--- src/rtl/keypad_pkg.sv ---
// Shared types and default timing constants for the keypad scanner.
package keypad_pkg;

    typedef enum logic [1:0] {
        SCAN     = 2'd0,
        DEBOUNCE = 2'd1,
        HELD     = 2'd2,
        RELEASE  = 2'd3
    } state_t;

    localparam int unsigned SETTLE_CYCLES_DEF   = 4;
    localparam int unsigned DEBOUNCE_CYCLES_DEF = 16;

endpackage : keypad_pkg

--- src/rtl/keypad_scan_debounce_if.sv ---
// Keypad matrix pins plus the decoded key event outputs.
interface keypad_scan_debounce_if #(
    parameter int unsigned ROWS = 4,
    parameter int unsigned COLS = 4
);
    localparam int unsigned CODE_W = $clog2(ROWS * COLS);

    logic [COLS-1:0]   col_n;
    logic [ROWS-1:0]   row_n;
    logic              key_valid;
    logic [CODE_W-1:0] key_code;
    logic              key_held;

    modport master (
        output col_n,
        input  row_n,
        input  key_valid,
        input  key_code,
        input  key_held
    );

    modport slave (
        input  col_n,
        output row_n,
        output key_valid,
        output key_code,
        output key_held
    );

endinterface : keypad_scan_debounce_if

--- src/rtl/sync_2ff.sv ---
// Two-flop synchronizer for a bus of independent asynchronous levels.
module sync_2ff #(
    parameter int unsigned WIDTH = 1
) (
    input  logic             clk,
    input  logic             rst_n,
    input  logic [WIDTH-1:0] d,
    output logic [WIDTH-1:0] q
);

    logic [WIDTH-1:0] meta;

    always_ff @(posedge clk or negedge rst_n) begin
        if (!rst_n) begin
            meta <= '0;
            q    <= '0;
        end else begin
            meta <= d;
            q    <= meta;
        end
    end

endmodule : sync_2ff

--- src/rtl/keypad_scan_debounce.sv ---
// Row-scanning keypad decoder: one key is latched, debounced on press and
// release, and reported as a single key_valid pulse with its code.
module keypad_scan_debounce
    import keypad_pkg::*;
#(
    parameter int unsigned ROWS            = 4,
    parameter int unsigned COLS            = 4,
    parameter int unsigned SETTLE_CYCLES   = SETTLE_CYCLES_DEF,
    parameter int unsigned DEBOUNCE_CYCLES = DEBOUNCE_CYCLES_DEF
) (
    input  logic                 clk,
    input  logic                 reset,
    keypad_scan_debounce_if.slave kif
);

    localparam int unsigned ROW_W   = $clog2(ROWS);
    localparam int unsigned COL_W   = $clog2(COLS);
    localparam int unsigned CODE_W  = $clog2(ROWS * COLS);
    localparam int unsigned DWELL_W = $clog2(SETTLE_CYCLES);
    localparam int unsigned DEB_W   = $clog2(DEBOUNCE_CYCLES + 1);

    localparam logic [ROW_W-1:0]   LAST_ROW   = ROW_W'(ROWS - 1);
    localparam logic [DWELL_W-1:0] LAST_DWELL = DWELL_W'(SETTLE_CYCLES - 1);
    localparam logic [DEB_W-1:0]   DEB_DONE   = DEB_W'(DEBOUNCE_CYCLES);

    logic [COLS-1:0] col_s;

    state_t             state, state_nxt;
    logic [ROW_W-1:0]   row_idx, row_nxt;
    logic [DWELL_W-1:0] dwell_cnt, dwell_nxt;
    logic [DEB_W-1:0]   deb_cnt, deb_nxt;
    logic [DEB_W-1:0]   deb_inc;
    logic [COL_W-1:0]   lat_col, lat_col_nxt;
    logic [COL_W-1:0]   low_col;
    logic               lat_high;
    logic [ROW_W-1:0]   row_adv;

    logic [ROWS-1:0]    row_q;
    logic               valid_q, valid_nxt;
    logic [CODE_W-1:0]  code_q, code_nxt;
    logic               held_q, held_nxt;

    sync_2ff #(
        .WIDTH (COLS)
    ) u_sync (
        .clk   (clk),
        .rst_n (reset),
        .d     (kif.col_n),
        .q     (col_s)
    );

    // Lowest-index active column wins when several are pressed together.
    always_comb begin
        low_col = '0;
        for (int i = int'(COLS) - 1; i >= 0; i--) begin
            if (!col_s[i]) low_col = COL_W'(i);
        end
    end

    assign lat_high = col_s[lat_col];
    assign deb_inc  = deb_cnt + 1'b1;
    assign row_adv  = (row_idx == LAST_ROW) ? '0 : row_idx + 1'b1;

    always_comb begin
        state_nxt   = state;
        row_nxt     = row_idx;
        dwell_nxt   = dwell_cnt;
        deb_nxt     = deb_cnt;
        lat_col_nxt = lat_col;
        valid_nxt   = 1'b0;
        code_nxt    = code_q;
        held_nxt    = held_q;

        case (state)
            SCAN: begin
                held_nxt = 1'b0;
                if (dwell_cnt == LAST_DWELL) begin
                    dwell_nxt = '0;
                    if (&col_s) begin
                        row_nxt = row_adv;
                    end else begin
                        lat_col_nxt = low_col;
                        deb_nxt     = '0;
                        state_nxt   = DEBOUNCE;
                    end
                end else begin
                    dwell_nxt = dwell_cnt + 1'b1;
                end
            end

            DEBOUNCE: begin
                if (lat_high) begin
                    deb_nxt   = '0;
                    dwell_nxt = '0;
                    state_nxt = SCAN;
                end else if (deb_inc == DEB_DONE) begin
                    deb_nxt   = '0;
                    valid_nxt = 1'b1;
                    held_nxt  = 1'b1;
                    code_nxt  = CODE_W'(32'(row_idx) * COLS + 32'(lat_col));
                    state_nxt = HELD;
                end else begin
                    deb_nxt = deb_inc;
                end
            end

            HELD: begin
                held_nxt = 1'b1;
                if (lat_high) begin
                    deb_nxt   = '0;
                    state_nxt = RELEASE;
                end
            end

            RELEASE: begin
                if (!lat_high) begin
                    deb_nxt   = '0;
                    state_nxt = HELD;
                end else if (deb_inc == DEB_DONE) begin
                    deb_nxt   = '0;
                    held_nxt  = 1'b0;
                    dwell_nxt = '0;
                    row_nxt   = row_adv;
                    state_nxt = SCAN;
                end else begin
                    deb_nxt = deb_inc;
                end
            end

            default: state_nxt = SCAN;
        endcase
    end

    // Row drive is re-derived from the next row index so it stays one-hot low.
    always_ff @(posedge clk or negedge reset) begin
        if (!reset) begin
            state     <= SCAN;
            row_idx   <= '0;
            dwell_cnt <= '0;
            deb_cnt   <= '0;
            lat_col   <= '0;
            row_q     <= ~ROWS'(1);
            valid_q   <= 1'b0;
            code_q    <= '0;
            held_q    <= 1'b0;
        end else begin
            state     <= state_nxt;
            row_idx   <= row_nxt;
            dwell_cnt <= dwell_nxt;
            deb_cnt   <= deb_nxt;
            lat_col   <= lat_col_nxt;
            row_q     <= ~(ROWS'(1) << row_nxt);
            valid_q   <= valid_nxt;
            code_q    <= code_nxt;
            held_q    <= held_nxt;
        end
    end

    assign kif.row_n     = row_q;
    assign kif.key_valid = valid_q;
    assign kif.key_code  = code_q;
    assign kif.key_held  = held_q;

endmodule : keypad_scan_debounce

--- src/flat_wrapper.sv ---
// flat-port wrapper written by rule: the top's interface ports become plain ports
module keypad_scan_debounce_flat import keypad_pkg::*;
#(
    parameter int unsigned ROWS            = 4,
    parameter int unsigned COLS            = 4,
    parameter int unsigned SETTLE_CYCLES   = SETTLE_CYCLES_DEF,
    parameter int unsigned DEBOUNCE_CYCLES = DEBOUNCE_CYCLES_DEF
)
  (clk, reset, kif_col_n, kif_row_n, kif_key_valid, kif_key_code, kif_key_held);
  keypad_scan_debounce_if #(.ROWS(ROWS), .COLS(COLS)) kif_i ();
  input  logic clk;
  input  logic reset;
  input wire logic [$bits(kif_i.col_n)-1:0] kif_col_n;
  output wire logic [$bits(kif_i.row_n)-1:0] kif_row_n;
  output wire logic [$bits(kif_i.key_valid)-1:0] kif_key_valid;
  output wire logic [$bits(kif_i.key_code)-1:0] kif_key_code;
  output wire logic [$bits(kif_i.key_held)-1:0] kif_key_held;
  assign kif_i.col_n = kif_col_n;
  assign kif_row_n = kif_i.row_n;
  assign kif_key_valid = kif_i.key_valid;
  assign kif_key_code = kif_i.key_code;
  assign kif_key_held = kif_i.key_held;
  keypad_scan_debounce #(.ROWS(ROWS), .COLS(COLS), .SETTLE_CYCLES(SETTLE_CYCLES), .DEBOUNCE_CYCLES(DEBOUNCE_CYCLES)) u_core (.clk(clk), .reset(reset), .kif(kif_i));
endmodule
--- config.mk ---
export PLATFORM = sky130hd
export DESIGN_NAME = keypad_scan_debounce_flat
export DESIGN_NICKNAME = d
export VERILOG_FILES = /design/src/rtl/keypad_pkg.sv /design/src/rtl/keypad_scan_debounce_if.sv /design/src/rtl/sync_2ff.sv /design/src/rtl/keypad_scan_debounce.sv /design/src/flat_wrapper.sv
export SDC_FILE = /design/constraint.sdc
export NUM_CORES = 1
export LEC_CHECK = 0
export ABC_AREA = 0
export CORE_MARGIN = 1
export CORE_UTILIZATION = 52
export CTS_BUF_LIST = sky130_fd_sc_hd__clkbuf_8
export DETAILED_ROUTE_END_ITERATION = 10
export GPL_TIMING_DRIVEN = 0
export PLACE_DENSITY = 0.77
export SLEW_MARGIN = 20
export SYNTH_ARGS = -nofsm -noshare
export SYNTH_HDL_FRONTEND = slang
export SYNTH_SLANG_ARGS = --single-unit
--- constraint.sdc ---
create_clock -name clk -period 2 [get_ports clk]
set_clock_uncertainty 0.1 [all_clocks]
set_input_delay 0.3 -clock clk [delete_from_list [all_inputs] [get_ports clk]]
set_output_delay 0.3 -clock clk [all_outputs]
set_load 0.02 [all_outputs]
### After elaboration in Yosys (flattened, before gate mapping)

Index checks and enable logic that the tools add are counted.

* input port bits: 6
* flip-flop bits (word level): 31

* mux-type cells: 39
* bitwise gates (word level): 3
* eq/ne operators: 16
* shift operators: 1
* reduce and logical (&&, ||, !) cells: 9
* order comparisons: 1
* add/subtract/negate cells: 4

Operator list (number)
* 2-bit 2-to-1 mux: 19
* 5-bit 2-to-1 mux: 6
* 5-bit one-hot mux with 4 select lines: 1
* 2-bit by 1-bit != test with 1-bit output (second input constant): 6
* 4-bit AND reduction: 3
* 3-bit AND reduction: 3
* 2-bit equality test (second input constant): 4
* 1-bit 2-to-1 mux: 8
* 2-bit one-hot mux with 4 select lines: 1
* 2-bit one-hot mux with 3 select lines: 1
* 5-bit by 1-bit adder with 5-bit output (second input constant): 1
* 5-bit equality test (second input constant): 1
* 5-bit AND reduction: 1
* 2-bit by 1-bit adder with 2-bit output (second input constant): 2
* 4-bit by 2-bit adder with 4-bit output: 1
* 2-bit != test (second input constant): 2
* 4-bit inverter: 1
* 1-bit one-hot mux with 4 select lines: 1
* 2-bit one-hot mux with 2 select lines: 1
* 1-bit by 2-bit << shifter with 4-bit output (first input constant): 1
* 2-bit by 3-bit < comparator with 1-bit output (second input constant): 1
* 3-bit by 1-bit != test with 1-bit output (second input constant): 1
* 3-bit != test (second input constant): 1
* 3-bit nonzero test: 1
* 4 further kinds: 5

### Depth between registers and ports, before layout

Gate-level depths: netlist (run 1).

* depth after elaboration: 7
* depth in mapped cells: 8
* depth with buffers taken out: 8

### Modules after synthesis

Synthesis (run 1) repeated with hierarchy kept, for this count alone.

* cell total of the unflattened synthesis: 129
* area total of the unflattened synthesis: 1526.5 µm²

By module, submodules not included
* keypad_scan_debounce: times used 1, seq. area each 579.3 µm², cells an instance 121, area each 1326.3 µm²
* sync_2ff: times used 1, seq. area each 200.2 µm², cells an instance 8, area each 200.2 µm²

### Least setup slack after synthesis (run 1)

No wires, ideal clock.

* path kind: flip-flop to flip-flop
* start point: register u_core.lat_col[0]
* end point: register u_core.code_q[0] (netlist: u_core.kif.key_code[0])
* period minus slack after synthesis: 1909 ps
* path buffers: 0
* arrival time: 1684 ps
* cell stages (with the launch flop): 5
* path slack: 91 ps
* cell sequence: dfrtp_1 -> mux4_2 -> nand2b_1 -> nor2_2 -> mux2_2

* longest elaborated chain between the ends: 4
* elaborated cells on any way between the ends: 5
* those cells by class: 1 x add/sub; 2 x mux; 1 x bitwise; 1 x reduce/logical

Ends and longest elaborated chain
* start, declared: RTL line keypad_scan_debounce.sv:33 `logic [COL_W-1:0] lat_col, lat_col_nxt;`
* start signal, assigned: RTL line keypad_scan_debounce.sv:151 `lat_col <= lat_col_nxt;`
* 1-bit binary-select mux with 2-bit select: RTL line keypad_scan_debounce.sv:60 `assign lat_high = col_s[lat_col];`
* 1-bit 2-to-1 mux (implied by the code): RTL line keypad_scan_debounce.sv:60
* 1-bit inverter (no source line)
* 3-bit AND reduction (no source line)
* end signal, assigned: RTL line keypad_scan_debounce.sv:154 `code_q <= code_nxt;`
* end, declared: RTL line keypad_scan_debounce.sv:40 `logic [CODE_W-1:0] code_q, code_nxt;`

Parallel ways exist; a longest one is shown, timed or not. The select of a mux whose other input is x is not followed.
A chain may end at the register's enable or synchronous reset.

==> summary.md, run 1 <==
| Metric | Value |
|---|---|
| Layout Cells excl Fill | 195 |
| Async S/R FF share, synth | 100.0% |
| Post-synthesis sequential element count | 31 |
| Clock buffer depth | 2 |
| Vias in the first global route | 1171 |
| Drt total wl | between 3 and 4 mm |
| Final Max Slew Viols | 0 |
| Mean Syn Cell Area | 11.21 sq um |
| # IOs | 16 |
| End-of-flow core utilization | 71.42% |
| FMAX | 497.9 MHz |
| RSZ-0062 raised after global routing | yes |
| Finished Cell Area | roughly 2000 sq um |
| Count of unique library cells instantiated by Yosys | 38 |
| Main flop type after synthesis | dfrtp_1 |
| Synth top cells by count | dfrtp_1 (28), inv_1 (12), nand2_1 (12) |
| Worst Tran Pin Value | 0.6641 ns |
| Netlist Area Pre-Place | 1524 sq um |
| Critical Path End Type | flip-flop |
| Final worst path period share | 100.4% |
| Pre-CTS setup slack | -0.1400 ns |
| Startpoint Class | flip-flop |
| Final WS setup | -0.008404 ns |
| Setup Viol. Count Final | 5 |
| Clk root buf | clkbuf_8 |
| H-tree depth | 2 |
| Synth Instances | 136 |
| EDFF count, synth | 0 |
| Critical path type | flip-flop to flip-flop |
| Synth top area cells | dfrtp_1 (46%), mux2_2 (5.9%), ha_1 (5.7%) |
| Nets | 176 |
| Largest net degree at the start of global routing | 32 |
| Max VDD drop | 1138 uV |
| First drt pass iteration count | 5 |
| Maxcap violations | 0 |
| Dpl cells | 182 |
| Post-DR vias/cell | 6.026 |
| Final Hold Viols | 0 |
| Die W | 56.14 microns |
| GRT Overall Usage | 22.79% |
| Core area | 2758 sq um |
| Rel. slew slack | between 50% and 60% |
| Post-synth top area cell | dfrtp_1 |
| Status | finished, violations left |
| Area Overhead vs Synth | 29.23% |
| Final Critical Period | 2.008 ns |
| Worst Path Max Fanout | 7 |
| Remaining antenna violation count after routing | 0 |
| Worst Path Arrival | 2.10 ns |
| Clk sinks | 31 |
| Clock latency on the worst-skew pair | 0.28 ns |
| Leak Pwr | roughly 0.86 nW |
| Synth warnings | 0 |
| Post-DP HPWL | 2.074 mm |
| Share of layout cells above drive strength 1 | 28.05% |
| Failing checks | setup timing |
| Cell row count | 19 |
| Total CTS buffers | 5 |
| Routability congestion estimate | between 0.9 and 1 |
| Routed len/inst | between 15 and 20 microns |
| Syn Nets | 149 |
| WP data required | between 2 and 2.5 ns |
| CTS tree | done |
| Initial antenna violation count | 0 |
| Hold Crit Class | flip-flop to flip-flop |
| Drt drc | 0 |
| Pwr per Cell Area | between 1000 and 1500 nW/um^2 |
| Die height | 56.14 microns |
| Starting Density | 55.26% |
| Most frequent cell after synthesis | dfrtp_1 |
| Vias | 1175 |
| Antenna diode count | 0 |
| Share of the synthesized area in the top cell type | 45.98% |
| Worst-path clk slew | 0.06 ns |
| First-iteration detailed-routing DRC count | 47 |
| Port-buffer cells | 15 |
| Register area share after synthesis | 51.15% |
| Dpl cell area | 1708 sq um |
| First-pass GRT wire length | about 5.3 mm |
| Die area | 3151 sq um |
| Final total power | 2.474 mW |
| Gr ovfl total | 0 |
flip-flops by register name, indices dropped and copies added (netlist names), named ones only:
signal                flops
u_core.kif.row_n          4
u_core.u_sync.q           4
u_core.u_sync.meta        4
u_core.deb_cnt            5
u_core.kif.key_code       4
u_core.dwell_cnt          2
u_core.state              1
u_core.kif.key_held       1
u_core.row_idx            2
u_core.kif.key_valid      1
u_core.lat_col            2
stage by stage:
stage	setup TNS (ns)	hold WS (ns)
detailed placement	-0.7826	0.2379
finish	-0.02584	0.2512
CTS	0	0.2542
global route	-0.5521	0.2573
floorplan	0	-0.09559
global placement	-0.2774	0.2320
cell usage in the layout, fill, tap and decap left out, types with 3 or more instances in the layout:
| cell type | n |
|---|---|
| clkbuf_8 | 7 |
| mux2i_1 | 4 |
| nand2_1 | 11 |
| a21oi_1 | 4 |
| nand2b_1 | 4 |
| mux2_2 | 4 |
| buf_4 | 4 |
| nand3_1 | 5 |
| ha_1 | 4 |
| mux2_4 | 4 |
| o21ai_0 | 8 |
| nor2_1 | 6 |
| a31oi_1 | 3 |
| clkdlybuf4s50_1 | 14 |
| dfstp_2 | 3 |
| inv_1 | 12 |
| dfrtp_1 | 28 |
cells by family (layout without fill, tap and decap cells):
kind of cell | Yosys count | in the layout | synth area share, %
AND/OR/NAND/NOR | 39 | 39 | 13.22
AO/OA/AOI/OAI | 31 | 31 | 14.20
flip-flops | 31 | 31 | 51.15
multiplexers | 15 | 15 | 12.40
buffers and inverters | 13 | 41 | 3.284
adder cells (fa/ha/maj) | 7 | 7 | 5.747
metal layers:
layer,global-route usage (%),part of all wire [%],vias up
met3,6.512,4.6,15
met1,26.86,41,575
met4,14.63,4.2,0
li1,-,-,546
met5,0,0,-
met2,36.39,50,39
critical path: stages, from the launching register on:
cell	delay [ns]
dfrtp_1	0.42
mux4_2	0.61
mux2i_4	0.30
a21oi_2	0.08
o31a_1	0.24
a31oi_1	0.18
cell type report:
| class | count | area [sq um] |
|---|---|---|
| Tap cell | 31 | 38.79 |
| Buffer | 1 | 7.507 |
| Multi-Input combinational cell | 92 | 813.3 |
| Fill cell | 186 | 788.3 |
| Timing Repair Buffer | 20 | 185.2 |
| Inverter | 12 | 45.04 |
| Sequential cell | 31 | 779.5 |
| Clock buffer | 7 | 96.34 |
| Clock inverter | 1 | 3.754 |
report_power, final:
| group | internal, mW | leakage [nW] | switching (mW) |
|---|---|---|---|
| clock network | 0.308 | 0.0557 | 0.226 |
| registers | 0.735 | 0.390 | 0.0950 |
| logic | 0.490 | 0.410 | 0.620 |
| total | 1.53 | 0.856 | 0.941 |
final timing paths:
path                            slack (ns)                  start  cells after the start                   to
worst min register to register        0.25  u_core.u_sync.meta[0]                      0   u_core.u_sync.q[0]
min in group asynchronous             0.48                  reset                      2    u_core.row_idx[1]
worst max-delay path                -0.008     u_core.u_sync.q[3]                      5            flip-flop
max in group asynchronous             0.89                  reset                      2  u_core.dwell_cnt[1]
worst min-delay path                  0.25  u_core.u_sync.meta[0]                      0   u_core.u_sync.q[0]
worst max register to register      -0.008     u_core.u_sync.q[3]                      5            flip-flop
timing repair:
item / in CTS / in global routing
endpoints found under the setup margin: 13 / 17
setup buffers: 2 / 2
pin swaps: 0 / 3
gates resized for setup: 7 / 21
hold endpoints to repair: 28 / 0
hold buffers: 1 / 0
(Power assumes the default switching activity.)
==> inputs of run 2 (changes only) <==
CTS_CLUSTER_SIZE = 8   (was not set)
==> results of run 2 <==
Final layout, timing and power as in run 1 (identical DEF).
==> inputs of run 3 (changes only) <==
CORE_ASPECT_RATIO = 1.75   (was not set)
CTS_CLUSTER_SIZE = 30   (was 8)
==> run 3 against run 2 <==
Net effect: the flow now finishes without violations; final cell count decreased by 1.5%; sequential share of layout area about the same; die area grew 0.27%; total power shrank 0.84%; clock power shrank 2%; first-iteration DRC count up 34%; core utilization is 0.31 points higher; sequential power increased by 0.7%.
==> summary.md, run 3 (synthesis results as in run 1) <==
| Metric | Value |
|---|---|
| Die area | approximately 3200 sq um |
| Post-DP HPWL | 2.158 mm |
| Core area | approximately 2800 sq um |
| CTS tree | done |
| RSZ-0062 raised after global routing | yes |
| Share of layout cells above drive strength 1 | 31.52% |
| Largest Register | u_core.deb_cnt |
| Die height | roughly 74 microns |
| Routability congestion estimate | 0.7828 |
| GRT Overall Usage | 23.40% |
| End-of-flow core utilization | 71.73% |
| Critical path type | flip-flop to flip-flop |
| Final worst path period share | 99.92% |
| Pwr per Cell Area | 1243 nW/um^2 |
| First drt pass iteration count | 5 |
| Worst-path clk slew | 0.06 ns |
| Drt drc | 0 |
| Antenna diode count | 0 |
| Layout Cells excl Fill | between 150 and 200 |
| Largest net degree at the start of global routing | 32 |
| FMAX | 500.4 MHz |
| Startpoint Class | flip-flop |
| Worst Tran Pin Value | 0.6624 ns |
| Final total power | approximately 2.5 mW |
| Maxcap violations | 0 |
| Clk root buf | clkbuf_8 |
| Area Overhead vs Synth | 29.56% |
| Clock latency on the worst-skew pair | 0.29 ns |
| Final Max Slew Viols | 0 |
| Nets | 177 |
| Clk sinks | 31 |
| Starting Density | 55.36% |
| Status | finished, final reports clean |
| Pre-CTS setup slack | -0.1176 ns |
| # IOs | 16 |
| Post-DR vias/cell | approximately 6.1 |
| First-iteration detailed-routing DRC count | 63 |
| First-pass GRT wire length | 5.319 mm |
| Port-buffer cells | 15 |
| Total CTS buffers | 5 |
| Routed len/inst | 18.13 microns |
| Die W | 42.92 microns |
| Gr ovfl total | 0 |
| Cell row count | 25 |
| Worst Path Max Fanout | 5 |
| Max VDD drop | 1073 uV |
| H-tree depth | 2 |
| FILL cells | roughly 190 |
| Drt total wl | around 3.5 mm |
| Vias in the first global route | between 1000 and 1500 |
| Setup Viol. Count Final | 0 |
| Leak Pwr | 0.8566 nW |
| Vias | ~1200 |
| Most frequent cells in the layout | dfrtp_1 (26), clkdlybuf4s50_1 (14), inv_1 (11) |
| Remaining antenna violation count after routing | 0 |
| Dpl cells | 178 |
| Final Hold Viols | 0 |
| Clock buffer depth | 2 |
| WP data required | just over 2 ns |
| Number of flip-flops in the largest register | 5 |
| Initial antenna violation count | 0 |
| Hold Crit Class | flip-flop to flip-flop |
| Final WS setup | 0.001579 ns |
| Critical Path End Type | flip-flop |
| Commonest non-fill, non-tap cell in the layout | dfrtp_1 |
| Rel. slew slack | 55.84% |
| Worst Path Arrival | 2.06 ns |
| Final Critical Period | 1.998 ns |
[run 3: layer usage]
metal	vias to the layer above	wire length, microns	GRT usage (%)
met4	0	117	13.89
met1	583	1264	23.97
met3	9	122	6.143
met5	-	0	0
met2	39	1975	41.41
li1	547	-	-
[run 3: worst paths after layout]
path                                            start                      to  slack, ns  cells after the start
worst max register to register     u_core.u_sync.q[3]  u_core.kif.key_code[1]      0.002                      4
max in group asynchronous                       reset      u_core.u_sync.q[1]       0.85                      2
worst min-delay path            u_core.u_sync.meta[0]      u_core.u_sync.q[0]       0.25                      0
worst min register to register  u_core.u_sync.meta[0]      u_core.u_sync.q[0]       0.25                      0
min in group asynchronous                       reset       u_core.deb_cnt[0]       0.48                      2
worst max-delay path               u_core.u_sync.q[3]  u_core.kif.key_code[1]      0.002                      4
[run 3: layout make-up]
type	count	area, sq um	area share (%)
tap	27	33.78	1.711
multi-input combinational	92	813.3	41.19
sequential	31	782.0	39.61
clock inverter	1	3.754	0.1901
inverter	12	45.04	2.281
buffer	1	7.507	0.3802
timing repair buffer	21	192.7	9.759
clock buffer	7	96.34	4.880
[run 3: power breakdown]
group	internal [mW]	switching, mW
combinational	0.486	0.607
clock	0.308	0.216
sequential	0.735	0.101
total	1.53	0.924
[run 3: timing repair]
| item | 4_1_cts | 5_1_grt |
|---|---|---|
| setup buffers | 3 | 2 |
| pin swaps | 0 | 9 |
| gates cloned | 0 | 0 |
| resized for setup | 6 | 27 |
| hold endpoints to repair | 28 | 0 |
| endpoints found under the setup margin | 12 | 15 |
| hold buffers | 1 | 0 |
[run 3: worst max-delay path: stages, from the launching register on]
cell	delay (ns)
dfrtp_1	0.43
mux4_2	0.59
nand2b_4	0.19
nor2_4	0.23
mux2_4	0.33
[run 3: per-stage QoR]
step | instance area (sq um) | setup TNS (ns) | hold slack (ns)
after floorplan | 1524 | 0 | -0.09559
after global placement | 1708 | -0.2714 | 0.2342
after detailed placement | 1703 | -0.6206 | 0.2387
after CTS | 1846 | 0 | 0.2522
after global routing | 1974 | -0.2433 | 0.2555
final | 1974 | 0 | 0.2463
